<file path="config.mk">
export PLATFORM = sky130hd
export DESIGN_NAME = mem_access_flat
export DESIGN_NICKNAME = d
export VERILOG_FILES = /design/src/rtl/mem_access_pkg.sv /design/src/rtl/mem_access_if.sv /design/src/rtl/mem_access_lane_align.sv /design/src/rtl/mem_access.sv /design/src/flat_wrapper.sv
export SDC_FILE = /design/constraint.sdc
export NUM_CORES = 1
export LEC_CHECK = 0
export ABC_CLOCK_PERIOD_IN_PS = 10900
export BUFFER_PORTS_ARGS = -buffer_cell sky130_fd_sc_hd__buf_2
export CORE_UTILIZATION = 50
export CTS_CLUSTER_DIAMETER = 50
export CTS_CLUSTER_SIZE = 28
export DETAILED_ROUTE_END_ITERATION = 8
export PLACE_DENSITY_LB_ADDON = 0.12
export SLEW_MARGIN = 20
export SYNTH_ARGS = -nofsm -noshare
export SYNTH_HDL_FRONTEND = slang
export SYNTH_HIERARCHICAL = 1
export SYNTH_SLANG_ARGS = --single-unit
export TNS_END_PERCENT = 30
</file>
<file path="constraint.sdc">
create_clock -name clk -period 10.9 [get_ports clk]
set_clock_uncertainty 0.05 [all_clocks]
set_input_delay 2.18 -clock clk [delete_from_list [all_inputs] [get_ports clk]]
set_output_delay 2.18 -clock clk [all_outputs]
set_load 0.005 [all_outputs]
</file>
<file path="src/rtl/mem_access_pkg.sv">
// Shared encodings and alignment rule for the memory-access stage.
package mem_access_pkg;

   typedef enum logic [2:0] {
      LD_LB   = 3'b000,
      LD_LH   = 3'b001,
      LD_LW   = 3'b010,
      LD_LBU  = 3'b100,
      LD_LHU  = 3'b101,
      LD_NONE = 3'b111
   } load_mode_t;

   typedef enum logic [1:0] {
      ST_NONE = 2'b00,
      ST_SB   = 2'b01,
      ST_SH   = 2'b10,
      ST_SW   = 2'b11
   } store_mode_t;

   typedef enum logic [1:0] {
      S_IDLE = 2'b00,
      S_BUS  = 2'b01,
      S_WB   = 2'b10
   } state_t;

   // Undefined load encodings fall through to word rules.
   function automatic logic is_misaligned(input logic       is_store,
                                          input logic [1:0] st_mode,
                                          input logic [2:0] ld_mode,
                                          input logic [1:0] offset);
      logic mis;
      mis = 1'b0;
      if (is_store) begin
         case (st_mode)
            ST_SH:   mis = offset[0];
            ST_SW:   mis = (offset != 2'b00);
            default: mis = 1'b0;
         endcase
      end else begin
         case (ld_mode)
            LD_LB, LD_LBU: mis = 1'b0;
            LD_LH, LD_LHU: mis = offset[0];
            default:       mis = (offset != 2'b00);
         endcase
      end
      return mis;
   endfunction

endpackage

</file>
<file path="src/rtl/mem_access_if.sv">
// Data-bus req/ack handshake between the memory stage and the memory system.
interface mem_access_if #(
   parameter int XLEN = 32
);
   logic            bus_req;
   logic            bus_we;
   logic [XLEN-1:0] bus_addr;
   logic [XLEN-1:0] bus_wdata;
   logic [3:0]      bus_wstrb;
   logic            bus_ack;
   logic [XLEN-1:0] bus_rdata;

   modport master (
      output bus_req, bus_we, bus_addr, bus_wdata, bus_wstrb,
      input  bus_ack, bus_rdata
   );

   modport slave (
      input  bus_req, bus_we, bus_addr, bus_wdata, bus_wstrb,
      output bus_ack, bus_rdata
   );
endinterface

</file>
<file path="src/rtl/mem_access_lane_align.sv">
// Combinational byte-lane steering: store strobes/data and load select/extend.
module mem_lane_align
   import mem_access_pkg::*;
#(
   parameter int XLEN = 32
) (
   input  logic [1:0]      store_mode,
   input  logic [2:0]      load_mode,
   input  logic [1:0]      offset,
   input  logic [XLEN-1:0] store_data,
   input  logic [XLEN-1:0] rdata,
   output logic [3:0]      wstrb,
   output logic [XLEN-1:0] wdata,
   output logic [XLEN-1:0] load_data
);
   logic [7:0]  rbyte;
   logic [15:0] rhalf;

   assign rbyte = rdata[{offset, 3'b000} +: 8];
   assign rhalf = rdata[{offset[1], 4'b0000} +: 16];

   always_comb begin
      wstrb = '0;
      wdata = '0;
      case (store_mode)
         ST_SB: begin
            wstrb = 4'b0001 << offset;
            wdata = {(XLEN/8){store_data[7:0]}};
         end
         ST_SH: begin
            wstrb = 4'b0011 << offset;
            wdata = {(XLEN/16){store_data[15:0]}};
         end
         ST_SW: begin
            wstrb = 4'b1111;
            wdata = store_data;
         end
         default: ;
      endcase
   end

   always_comb begin
      load_data = rdata;
      case (load_mode)
         LD_LB:   load_data = {{(XLEN-8){rbyte[7]}}, rbyte};
         LD_LBU:  load_data = {{(XLEN-8){1'b0}}, rbyte};
         LD_LH:   load_data = {{(XLEN-16){rhalf[15]}}, rhalf};
         LD_LHU:  load_data = {{(XLEN-16){1'b0}}, rhalf};
         default: load_data = rdata;
      endcase
   end
endmodule

</file>
<file path="src/rtl/mem_access.sv">
// Memory-access pipeline stage: one bus transaction per load/store request,
// with timeout abort, alignment rejection and load writeback.
module mem_access
   import mem_access_pkg::*;
#(
   parameter int XLEN     = 32,
   parameter int TIMEOUT  = 16,
   parameter int TO_WIDTH = 5
) (
   input  logic              clk,
   input  logic              rst,
   input  logic [2:0]        mem_load_mode,
   input  logic [XLEN-1:0]   mem_load_addr,
   input  logic [4:0]        mem_load_regs_addr,
   input  logic [1:0]        mem_store_mode,
   input  logic [XLEN-1:0]   mem_store_addr,
   input  logic [XLEN-1:0]   mem_store_data,
   mem_access_if.master      bus,
   output logic              regs_write_en,
   output logic [4:0]        regs_write_addr,
   output logic [XLEN-1:0]   regs_write_data,
   output logic              pause,
   output logic              misaligned,
   output logic              bus_err
);
   state_t              state;
   logic [TO_WIDTH-1:0] count;
   logic                lat_store;
   logic [1:0]          lat_st;
   logic [2:0]          lat_ld;
   logic [XLEN-1:0]     lat_addr;
   logic [XLEN-1:0]     lat_data;
   logic [4:0]          lat_rd;

   logic                st_req, ld_req, any_req, req_mis;
   logic [1:0]          req_off;
   logic [3:0]          wstrb;
   logic [XLEN-1:0]     wdata, load_data;

   assign st_req  = (mem_store_mode != ST_NONE);
   assign ld_req  = (mem_load_mode != LD_NONE);
   assign any_req = st_req || ld_req;
   assign req_off = st_req ? mem_store_addr[1:0] : mem_load_addr[1:0];
   assign req_mis = is_misaligned(st_req, mem_store_mode, mem_load_mode, req_off);

   assign pause = !rst && ((state != S_IDLE) || (any_req && !req_mis));

   // Lane steering runs on latched request fields so bus outputs hold steady in BUS.
   mem_lane_align #(.XLEN(XLEN)) u_lane (
      .store_mode (lat_st),
      .load_mode  (lat_ld),
      .offset     (lat_addr[1:0]),
      .store_data (lat_data),
      .rdata      (bus.bus_rdata),
      .wstrb      (wstrb),
      .wdata      (wdata),
      .load_data  (load_data)
   );

   assign bus.bus_we    = lat_store;
   assign bus.bus_addr  = {lat_addr[XLEN-1:2], 2'b00};
   assign bus.bus_wdata = wdata;
   assign bus.bus_wstrb = wstrb;

   always_ff @(posedge clk or posedge rst) begin
      if (rst) begin
         state           <= S_IDLE;
         count           <= '0;
         lat_store       <= 1'b0;
         lat_st          <= ST_NONE;
         lat_ld          <= LD_NONE;
         lat_addr        <= '0;
         lat_data        <= '0;
         lat_rd          <= '0;
         bus.bus_req     <= 1'b0;
         regs_write_en   <= 1'b0;
         regs_write_addr <= '0;
         regs_write_data <= '0;
         misaligned      <= 1'b0;
         bus_err         <= 1'b0;
      end else begin
         misaligned    <= 1'b0;
         bus_err       <= 1'b0;
         regs_write_en <= 1'b0;
         case (state)
            S_IDLE: begin
               if (any_req) begin
                  if (req_mis) begin
                     misaligned <= 1'b1;
                  end else begin
                     lat_store   <= st_req;
                     lat_st      <= st_req ? mem_store_mode : ST_NONE;
                     lat_ld      <= st_req ? LD_NONE : mem_load_mode;
                     lat_addr    <= st_req ? mem_store_addr : mem_load_addr;
                     lat_data    <= st_req ? mem_store_data : '0;
                     lat_rd      <= mem_load_regs_addr;
                     count       <= '0;
                     bus.bus_req <= 1'b1;
                     state       <= S_BUS;
                  end
               end
            end
            S_BUS: begin
               if (bus.bus_ack) begin
                  bus.bus_req <= 1'b0;
                  count       <= '0;
                  if (lat_store) begin
                     state <= S_IDLE;
                  end else begin
                     state           <= S_WB;
                     regs_write_en   <= (lat_rd != 5'd0);
                     regs_write_addr <= lat_rd;
                     regs_write_data <= load_data;
                  end
               end else if (count == TO_WIDTH'(TIMEOUT - 1)) begin
                  bus.bus_req <= 1'b0;
                  bus_err     <= 1'b1;
                  count       <= '0;
                  state       <= S_IDLE;
               end else begin
                  count <= count + TO_WIDTH'(1);
               end
            end
            S_WB:    state <= S_IDLE;
            default: state <= S_IDLE;
         endcase
      end
   end
endmodule

</file>
<file path="src/flat_wrapper.sv">
// flat-port wrapper written by rule: the top's interface ports become plain ports
module mem_access_flat import mem_access_pkg::*;
#(
   parameter int XLEN     = 32,
   parameter int TIMEOUT  = 16,
   parameter int TO_WIDTH = 5
)
  (clk, rst, mem_load_mode, mem_load_addr, mem_load_regs_addr, mem_store_mode, mem_store_addr, mem_store_data, regs_write_en, regs_write_addr, regs_write_data, pause, misaligned, bus_err, bus_bus_req, bus_bus_we, bus_bus_addr, bus_bus_wdata, bus_bus_wstrb, bus_bus_ack, bus_bus_rdata);
  mem_access_if #(.XLEN(XLEN)) bus_i ();
  input  logic clk;
  input  logic rst;
  input  logic [2:0] mem_load_mode;
  input  logic [XLEN-1:0] mem_load_addr;
  input  logic [4:0] mem_load_regs_addr;
  input  logic [1:0] mem_store_mode;
  input  logic [XLEN-1:0] mem_store_addr;
  input  logic [XLEN-1:0] mem_store_data;
  output logic regs_write_en;
  output logic [4:0] regs_write_addr;
  output logic [XLEN-1:0] regs_write_data;
  output logic pause;
  output logic misaligned;
  output logic bus_err;
  output wire logic [$bits(bus_i.bus_req)-1:0] bus_bus_req;
  output wire logic [$bits(bus_i.bus_we)-1:0] bus_bus_we;
  output wire logic [$bits(bus_i.bus_addr)-1:0] bus_bus_addr;
  output wire logic [$bits(bus_i.bus_wdata)-1:0] bus_bus_wdata;
  output wire logic [$bits(bus_i.bus_wstrb)-1:0] bus_bus_wstrb;
  input wire logic [$bits(bus_i.bus_ack)-1:0] bus_bus_ack;
  input wire logic [$bits(bus_i.bus_rdata)-1:0] bus_bus_rdata;
  assign bus_bus_req = bus_i.bus_req;
  assign bus_bus_we = bus_i.bus_we;
  assign bus_bus_addr = bus_i.bus_addr;
  assign bus_bus_wdata = bus_i.bus_wdata;
  assign bus_bus_wstrb = bus_i.bus_wstrb;
  assign bus_i.bus_ack = bus_bus_ack;
  assign bus_i.bus_rdata = bus_bus_rdata;
  mem_access #(.XLEN(XLEN), .TIMEOUT(TIMEOUT), .TO_WIDTH(TO_WIDTH)) u_core (.clk(clk), .rst(rst), .mem_load_mode(mem_load_mode), .mem_load_addr(mem_load_addr), .mem_load_regs_addr(mem_load_regs_addr), .mem_store_mode(mem_store_mode), .mem_store_addr(mem_store_addr), .mem_store_data(mem_store_data), .bus(bus_i), .regs_write_en(regs_write_en), .regs_write_addr(regs_write_addr), .regs_write_data(regs_write_data), .pause(pause), .misaligned(misaligned), .bus_err(bus_err));
endmodule
</file>
# --- After elaboration in Yosys (flattened, before gate mapping) ---
# Index checks and enable logic that the tools add are counted.
classes:
  eq_ne: 17
  bitwise: 2
  n_mux: 36
  n_reduce_logical: 21
  addsub: 1
  shift: 4
ops:
  columns: ["op", "count"]
  rows:
  - ["$pmux 32 s4", 1]
  - ["$pmux 32 s3", 1]
  - ["$mux 32", 2]
  - ["$shiftx 32x6->16", 1]
  - ["$shiftx 32x6->8", 1]
  - ["$mux 5", 4]
  - ["$mux 1", 14]
  - ["$mux 2", 7]
  - ["$eq 3x3->1 const B", 4]
  - ["$pmux 4 s3", 1]
  - ["$reduce_and 3->1", 4]
  - ["$pmux 5 s2", 1]
  - ["$eq 2x2->1 const B", 4]
  - ["$reduce_bool 2->1", 4]
  - ["$eq 3x1->1 const B", 2]
  - ["$logic_not 3->1", 2]
  - ["$pmux 1 s2", 3]
  - ["$add 5x1->5 const B", 1]
  - ["$eq 5x4->1 const B", 1]
  - ["$reduce_bool 5->1", 1]
  - ["$eq 2x1->1 const B", 2]
  - ["$pmux 2 s2", 1]
  - ["$reduce_and 4->1", 1]
  - ["$reduce_or 2->1", 2]
  - ["other kinds (12)", 16]
totals:
  word_cells: 95
  input_bits: 141
  reg_bits: 123
  output_inout_bits: 111

# --- Longest topological paths before layout ---
# Gate-level depths: netlist (run 1).
logic_depth:
  ltp_word: 9
  mapped_depth: 8
  depth_no_buf: 6

# --- Cells and area by module ---
# Netlist (run 1), hierarchy kept.
modules_own_cells:
  columns: ["mod", "cells_per_inst", "seq_area_each_um2", "area_per_inst_um2", "instances"]
  rows:
  - ["mem_access", 401, 3081.7, 5670.4, 1]
  - ["mem_lane_align", 200, 0.0, 1198.6, 1]

# --- Worst setup path before layout (run 1) ---
# OpenSTA, ideal clock, no wires.
synth_path:
  kind: "input to output"
  from: "input port rst"
  to: "output port pause"
  arrival_ns: 5.053
  path_slack_ns: 3.617
  stages: 2
  path_buffers: 0
  required_time_ns: 8.670
  path_cell_list: "inv_1 o21a_1"
synth_via:
  elab_chain_cells: 2
synth_rtl:
  columns: ["item", "line", "rtl"]
  rows:
  - ["start: declaration", "flat_wrapper.sv:11", "input logic rst;"]
  - ["$logic_not 1->1", "mem_access.sv:46", "assign pause = !rst && ((state != S_IDLE) || (any_req && !req_mis));"]
  - ["$logic_and 1x1->1", "mem_access.sv:46", null]
  - ["end: declaration", "flat_wrapper.sv:21", "output logic pause;"]
# No other way between the ends.

# --- Worst setup path after layout (run 1) ---
layout_path:
  from: "input port mem_store_mode[0]"
  to: "output port pause"
layout_via:
  elab_chain_cells: 9
  word_cells_on_any_way: 13
  classes_between: "eq/ne (2); mux (4); reduce/logical (7)"
layout_rtl:
  columns: ["item", "line", "rtl"]
  rows:
  - ["start: declaration", "flat_wrapper.sv:15", "input logic [1:0] mem_store_mode;"]
  - ["$reduce_bool 2->1", "mem_access.sv:40", "assign st_req = (mem_store_mode != ST_NONE);"]
  - ["$mux 2", "mem_access.sv:43", "assign req_off = st_req ? mem_store_addr[1:0] : mem_load_addr[1:0];"]
  - ["$reduce_bool 2->1", "mem_access_pkg.sv:36, mem_access_pkg.sv:43", null]
  - ["$pmux 1 s2, on equally long branches", "mem_access_pkg.sv:40, mem_access_pkg.sv:34", null]
  - ["$mux 1", "mem_access_pkg.sv:33", "if (is_store) begin"]
  - ["$logic_not 1->1", "mem_access.sv:46", null]
  - ["$logic_and 1x1->1 *", "mem_access.sv:46", null]
  - ["$logic_or 1x1->1 *", "mem_access.sv:46", null]
  - ["$logic_and 1x1->1 *", "mem_access.sv:46", null]
# Every way passes the cells marked *; elsewhere a longest branch is shown, timed or not.

==> results of run 1 <==
-- cell families after synthesis --
kind of cell    Yosys count  share of synthesized area
buf+inv                  83                    0.07067
simple gates            161                     0.1202
compound gates           75                    0.08361
flops                   123                     0.4486
fa+ha+maj                 6                    0.01093
other cells               1                  0.0005459
mux                     152                     0.2654
-- flip-flops by register name (all words and copies together), names as in the netlist, 2 cells and up --
register and count:
u_core/lat_ld 3, u_core/regs_write_addr 5, u_core/lat_rd 5, u_core/state 2, u_core/regs_write_data 32, u_core/count 5
u_core/lat_st 2, u_core/lat_addr 32, u_core/lat_data 32
-- critical path, delay by kind of cell --
family,cells,cell delay (ns)
AO/OA/AOI/OAI,2,0.83
AND/OR/NAND/NOR,2,0.86
buffers and inverters,2,0.28
-- layer usage --
metal,GRT usage,wire [µm],share of wire
met5,0,0,0
met1,0.3099,6974,0.41
met3,0.07711,1336,0.079
met4,0.09889,402,0.024
met2,0.4048,8254,0.49
-- power by group --
| group | switching (mW) | total (mW) | leakage [nW] | internal (mW) |
|---|---|---|---|---|
| Combinational | 0.436 | 0.980 | 2.42 | 0.543 |
| Sequential | 0.180 | 0.857 | 1.49 | 0.676 |
| Clock | 0.193 | 0.520 | 0.280 | 0.328 |
-- cell usage in the layout (no fill, tap or decap), drive strengths merged, types with 4 or more instances in the layout --
master and count:
o21ai 8, dfrtp 120, buf 255, nor3 4
or3 4, a22oi 19, nand2 47, a211oi 11
a31oi 4, inv 11, clkbuf 23, ha 6
a222oi 8, and2 40, nor2 38, mux2 147
o211ai 5, nand2b 6, mux2i 4, nand3 6
clkinv 8, a21oi 6, or2 4
-- how the worst max path moves through the flow --
stage                      start  endpoint  slack (ns)  cells after the start
3_3_place_gp   mem_store_mode[0]     pause        4.50                      6
6_report       mem_store_mode[0]     pause        4.51                      6
2_1_floorplan                rst     pause        3.62                      2
5_1_grt        mem_store_mode[0]     pause        4.29                      6
4_1_cts        mem_store_mode[0]     pause        4.49                      6
3_5_place_dp   mem_store_mode[0]     pause        4.50                      6
-- through the flow --
stage	setup slack [ns]	hold WS (ns)
after CTS	4.486	0.4151
after floorplan	3.617	0.3738
final	4.511	0.4128
after global placement	4.497	0.3946
after global routing	4.293	0.4432
after detailed placement	4.503	0.4073
-- layout make-up --
type,count,share of cell area
timing repair buffer,255,0.1526
inverter,11,0.005144
clock buffer,23,0.05614
tap,176,0.02587
clock inverter,9,0.008230
multi-input combinational,396,0.3901
sequential,123,0.3620
==> metrics.cfg, run 1 <==
[grt]
grt_max_degree=66
grt_pass1_vias=5420
overflow=0
antenna_found_initial=0
grt_use_total=0.2496
grt_pass1_wl_mm=27.44

[worst_setup_path]
rrSetupSlack_ns=8.51
start_kind=primary input
slowest_stage=or2_1
reg2reg_from=u_core/lat_addr[1]
worstPathArrival_ns=4.16
crit_chain=buf_2 -> or2_1 -> nor2_1 -> o31ai_1 -> o21a_1 -> buf_2
ff2ff_path_depth=4
cp_max_fo=35
timing.rr.end=u_core/regs_write_data[16]
endpoint_kind=primary output
cp_common_cell=buf_2
max_stage_delay_ns=0.75
path_class=primary input to primary output
worstPathRequired_ns=8.67

[sta]
tightest_slew_ns=0.9480
clock.fmax_ghz=0.1565
setup_viol=0
relSlewSlack=0.3680
finalMaxSlewViolations=0
period_needed_ns=6.389
fin_tns_setup_ns=0
post-route-period-util=0.5861
final-hold-violation-count=0
rsz0062_at_grt=no

[logic_synthesis]
yosysSeqAreaShare=0.4486
synth-seq-cells=123
synth_edf_count=0
ys_async_sr_fraction=1.000
synth_cells=601
synth-main-ff-cell=dfrtp_1
syn_avg_cell_area_um2=11.43
synthTopCellsByCount=dfrtp_1, mux2_2, and2_1
ys.warnings.count=6
synthDistinctLibCells=50
synth_area_leaders=dfrtp_1, mux2_2, mux2_4, and2_1, buf_4
syn_area_um2=6869
yosys.area.top_type=dfrtp_1
yosysTopAreaCellShare=0.4372
synth.most_common_cell=dfrtp_1

[die]
num_rows=42
coreArea_um2=13300
ios=252
fp.dieW_um=119.2
start_util=0.5167
die-height_um=119.2
dieArea_um2=14210

[hold_path]
min_path_type=flop to flop
hold_depth=1
holdPathEnd=u_core/bus_err
hp-start=u_core/count[4]

[clock_network]
cts_root_buf=clkbuf_16
clock_latency_ns=0.41
cts_sinks=123
cts_resized=0
htree_levels=4
clock_path_buffers=2
clkSlewWorstSetupHoldPaths_ns=0.05
cts_tree=built
postCtsHoldBufs=0
cts_buffers=17
post_cts_buffers=0

[cells_and_area]
final_area_um2=8513
antenna_cells=0
final_util=0.6403
syn_to_final_growth_pct=23.93
seqCellArea_um2=3082
drive_gt1_frac=0.5581
nNetsFinal=951
fill_cells=1087
multi_input_area_um2=3321
layout.cells.non_filler=993

[routing]
drc=0
initialDrtViolationCount=392
routed_via_density=5.404
ant_nets=0
first_pass_iters=5
drt-total-wl_mm=16.97
vias=5366
routedWlPerCell_um=17.09

[placed_design]
dp_hpwl_mm=12.31
placed_area_um2=7950
routabilityCongestion=0.8618
dp_cells=960
io_buffers=249

[power]
p_per_area_nw_per_um2=276.8
p_leak_nw=4.184
power_mw=2.357
ir_drop_mv=0.1314

[run]
cap_violations=0

[run_status]
status=finished clean

(Power assumes the default switching activity.)
==> run 2: changes to the inputs <==
--- a/config.mk
+++ b/config.mk
@@ -5,7 +5,8 @@
 export SDC_FILE = /design/constraint.sdc
 export NUM_CORES = 1
 export LEC_CHECK = 0
-export ABC_CLOCK_PERIOD_IN_PS = 10900
+export ABC_AREA = 1
+export ABC_CLOCK_PERIOD_IN_PS = 6300
 export BUFFER_PORTS_ARGS = -buffer_cell sky130_fd_sc_hd__buf_2
 export CORE_UTILIZATION = 50
 export CTS_CLUSTER_DIAMETER = 50
==> constraint.sdc (replaced) <==
create_clock -name clk -period 6.3 [get_ports clk]
set_clock_uncertainty 0.05 [all_clocks]
set_input_delay 1.26 -clock clk [delete_from_list [all_inputs] [get_ports clk]]
set_output_delay 1.26 -clock clk [all_outputs]
set_load 0.005 [all_outputs]
==> metrics.cfg, run 2 <==
[run_status]
status=finished clean

[logic_synthesis]
synth_cells=907  ; +51%
synth_area_leaders=dfrtp_1, nand2_1, o21ai_2, nand3_1, mux2i_1
ys.warnings.count=6  ; unchanged
synth_edf_count=0  ; unchanged
ys_async_sr_fraction=1.000  ; unchanged
yosysTopAreaCellShare=0.4221  ; -0.01507
synth-main-ff-cell=dfrtp_1
syn_area_um2=7114  ; +3.6%
yosys.area.top_type=dfrtp_1
synth-seq-cells=123  ; unchanged
synthDistinctLibCells=38  ; -24%
synthTopCellsByCount=nand2_1, dfrtp_1, nand3_1
syn_avg_cell_area_um2=7.844  ; -31%
synth.most_common_cell=nand2_1
yosysSeqAreaShare=0.4332  ; -0.01546

[sta]
whs_ns=0.4139  ; +0.001156 ns
tightest_slew_ns=1.074  ; +0.1261 ns
clock.fmax_ghz=0.2239
setup_viol=0  ; unchanged
period_needed_ns=4.466
relSlewSlack=0.2839  ; -0.08409
final-hold-violation-count=0  ; unchanged
fin_ws_ns=1.834  ; -2.678 ns
rsz0062_at_grt=no
post-route-period-util=0.7089
finalMaxSlewViolations=0  ; unchanged
fin_tns_setup_ns=0  ; unchanged

[clock_network]
cts_sinks=123  ; unchanged
cts_tree=built
cts_buffers=17  ; unchanged
post_cts_buffers=0  ; unchanged
postCtsHoldBufs=0  ; unchanged
clock_path_buffers=2  ; unchanged
clkSlewWorstSetupHoldPaths_ns=0.05  ; about the same
htree_levels=4  ; unchanged
clock_latency_ns=0.41  ; about the same
cts_root_buf=clkbuf_16
cts_resized=0  ; unchanged

[routing]
drc=0  ; unchanged
vias=6468  ; +21%
ant_nets=0  ; unchanged
first_pass_iters=5  ; unchanged
routedWlPerCell_um=13.98  ; -18%
drt-total-wl_mm=18.09  ; +6.6%
initialDrtViolationCount=409  ; +4.3%
routed_via_density=4.998  ; -7.5%

[worst_setup_path]
path_buf_inv=3  ; +1
max_stage_delay_ns=0.45  ; -0.30 ns
worstPathArrival_ns=3.16  ; -1.00 ns
slowest_stage=buf_4
path_class=primary input to primary output
crit_chain=buf_2 -> nor2_4 -> buf_4 -> nand2_1 -> nand2_2 -> nand2_1 -> nand2_1 -> and2_1 -> nand2_1 -> a21oi_1 -> buf_2
path_delay_family=simple AND/OR/NAND/NOR gates
worstPathRequired_ns=4.99  ; -3.68 ns
cp_max_fo=35  ; unchanged
endpoint_kind=primary output
start_kind=primary input
cp_common_cell=nand2_1

[placed_design]
routabilityCongestion=0.8672  ; +0.63%
dp_hpwl_mm=12.99  ; +5.6%
placed_area_um2=8063  ; +1.4%
dp_slack_ns=1.812  ; -2.692 ns
io_buffers=249  ; unchanged

[cells_and_area]
nNetsFinal=1249  ; +31%
final_cell_mix=nand2_1, buf_2, dfrtp_1, nand3_1, o21ai_2
final_area_um2=8655  ; +1.7%
syn_to_final_growth_pct=21.65
reg.largest.list=u_core/lat_addr: 32 flops, u_core/lat_data: 32 flops, u_core/regs_write_data: 32 flops
layout_commonest_cell=nand2_1
drive_gt1_frac=0.3294  ; -0.2287
antenna_cells=0  ; unchanged

[die]
die-height_um=121.3  ; +1.7%
start_util=0.5125  ; -0.004128
fp.dieW_um=121.3  ; +1.7%
num_rows=43  ; +2.4%
coreArea_um2=13880  ; +4.4%
dieArea_um2=14710  ; +3.5%
ios=252  ; unchanged

[power]
p_per_area_nw_per_um2=472.4  ; +71%
power_mw=4.088  ; +73%
ir_drop_mv=0.3582  ; +170%
p_leak_nw=4.960  ; +19%

[grt]
grt_max_degree=148  ; +120%
grt_pass1_vias=5946  ; +9.7%
antenna_found_initial=0  ; unchanged
grt_pass1_wl_mm=29.15  ; +6.2%
grt_use_total=0.2579  ; +0.008250
overflow=0  ; unchanged

[hold_path]
min_path_type=flop to flop

[run]
cap_violations=0  ; unchanged

-- run 2: cell count changes after synthesis, sizes merged, moves of 8 or more --
cell | previous run | this run
a211oi | 11 | 0
a21oi | 6 | 15
a222oi | 8 | 0
a22oi | 19 | 0
and2 | 40 | 2
inv | 11 | 65
mux2 | 147 | 0
mux2i | 4 | 30
nand2 | 47 | 390
nand3 | 6 | 65
nor2 | 38 | 25
o21ai | 8 | 80
-- run 2: cells by family (layout without fill, tap and decap cells) --
group	count (synthesis)	after routing	synth area share
muxes	30	30	0.04221
buffers and inverters	145	351	0.1155
xor gates and xnor gates	2	2	0.002463
AOI/OAI and AO/OA	107	107	0.1112
other	1	2	0.0005271
DFF	123	123	0.4332
adders and majority gates	6	6	0.01055
and+or+nand+nor	493	493	0.2844
-- run 2: worst paths after layout --
path                       cells after the start                         to  slack, ns                 startpoint
max                                           11                      pause       1.83          mem_store_mode[1]
max in group asynchronous                      3  u_core/regs_write_data[9]       3.99                        rst
max reg2reg                                    6         u_core/lat_data[5]       3.71            u_core/state[1]
min in group asynchronous                      2        u_core/lat_addr[31]       0.96                        rst
min                                            2  u_core/regs_write_data[9]       0.41  u_core/regs_write_data[9]
min reg2reg                                    2  u_core/regs_write_data[9]       0.41  u_core/regs_write_data[9]
-- run 2: where the power goes --
group / switching, mW / internal (mW)
sequential: 0.283 / 1.14
combinational: 1.02 / 0.669
clock: 0.347 / 0.629
-- run 2: routing by layer --
metal / up-vias / part of all wire / GRT usage / routed length (µm)
li1: 3220 / - / - / -
met3: 31 / 0.079 / 0.06438 / 1429
met2: 271 / 0.47 / 0.4073 / 8455
met1: 2946 / 0.43 / 0.3426 / 7838
met5: - / 0 / 0 / 0
met4: 0 / 0.020 / 0.09028 / 363
-- run 2: cell type report --
cell class	instances	area [µm²]
tap	180	225.2
clock inverter	11	145.1
fill	1328	5226
sequential	123	3082
timing repair buffer	252	1269
multi-input combinational	640	3229
inverter	68	257.7
clock buffer	20	446.7
-- run 2: stage by stage --
stage                 util  std cells
CTS                 0.6235       1294
finish              0.6235       1294
global route        0.6235       1294
detailed placement  0.5809       1263
floorplan                -        908
global placement    0.5809       1263
-- run 2: tightest hold or removal path, delay by kind of cell (launching register included) --
family / cells / cell delay [ns]
and+or+nand+nor: 2 / 0.10
DFF: 1 / 0.33
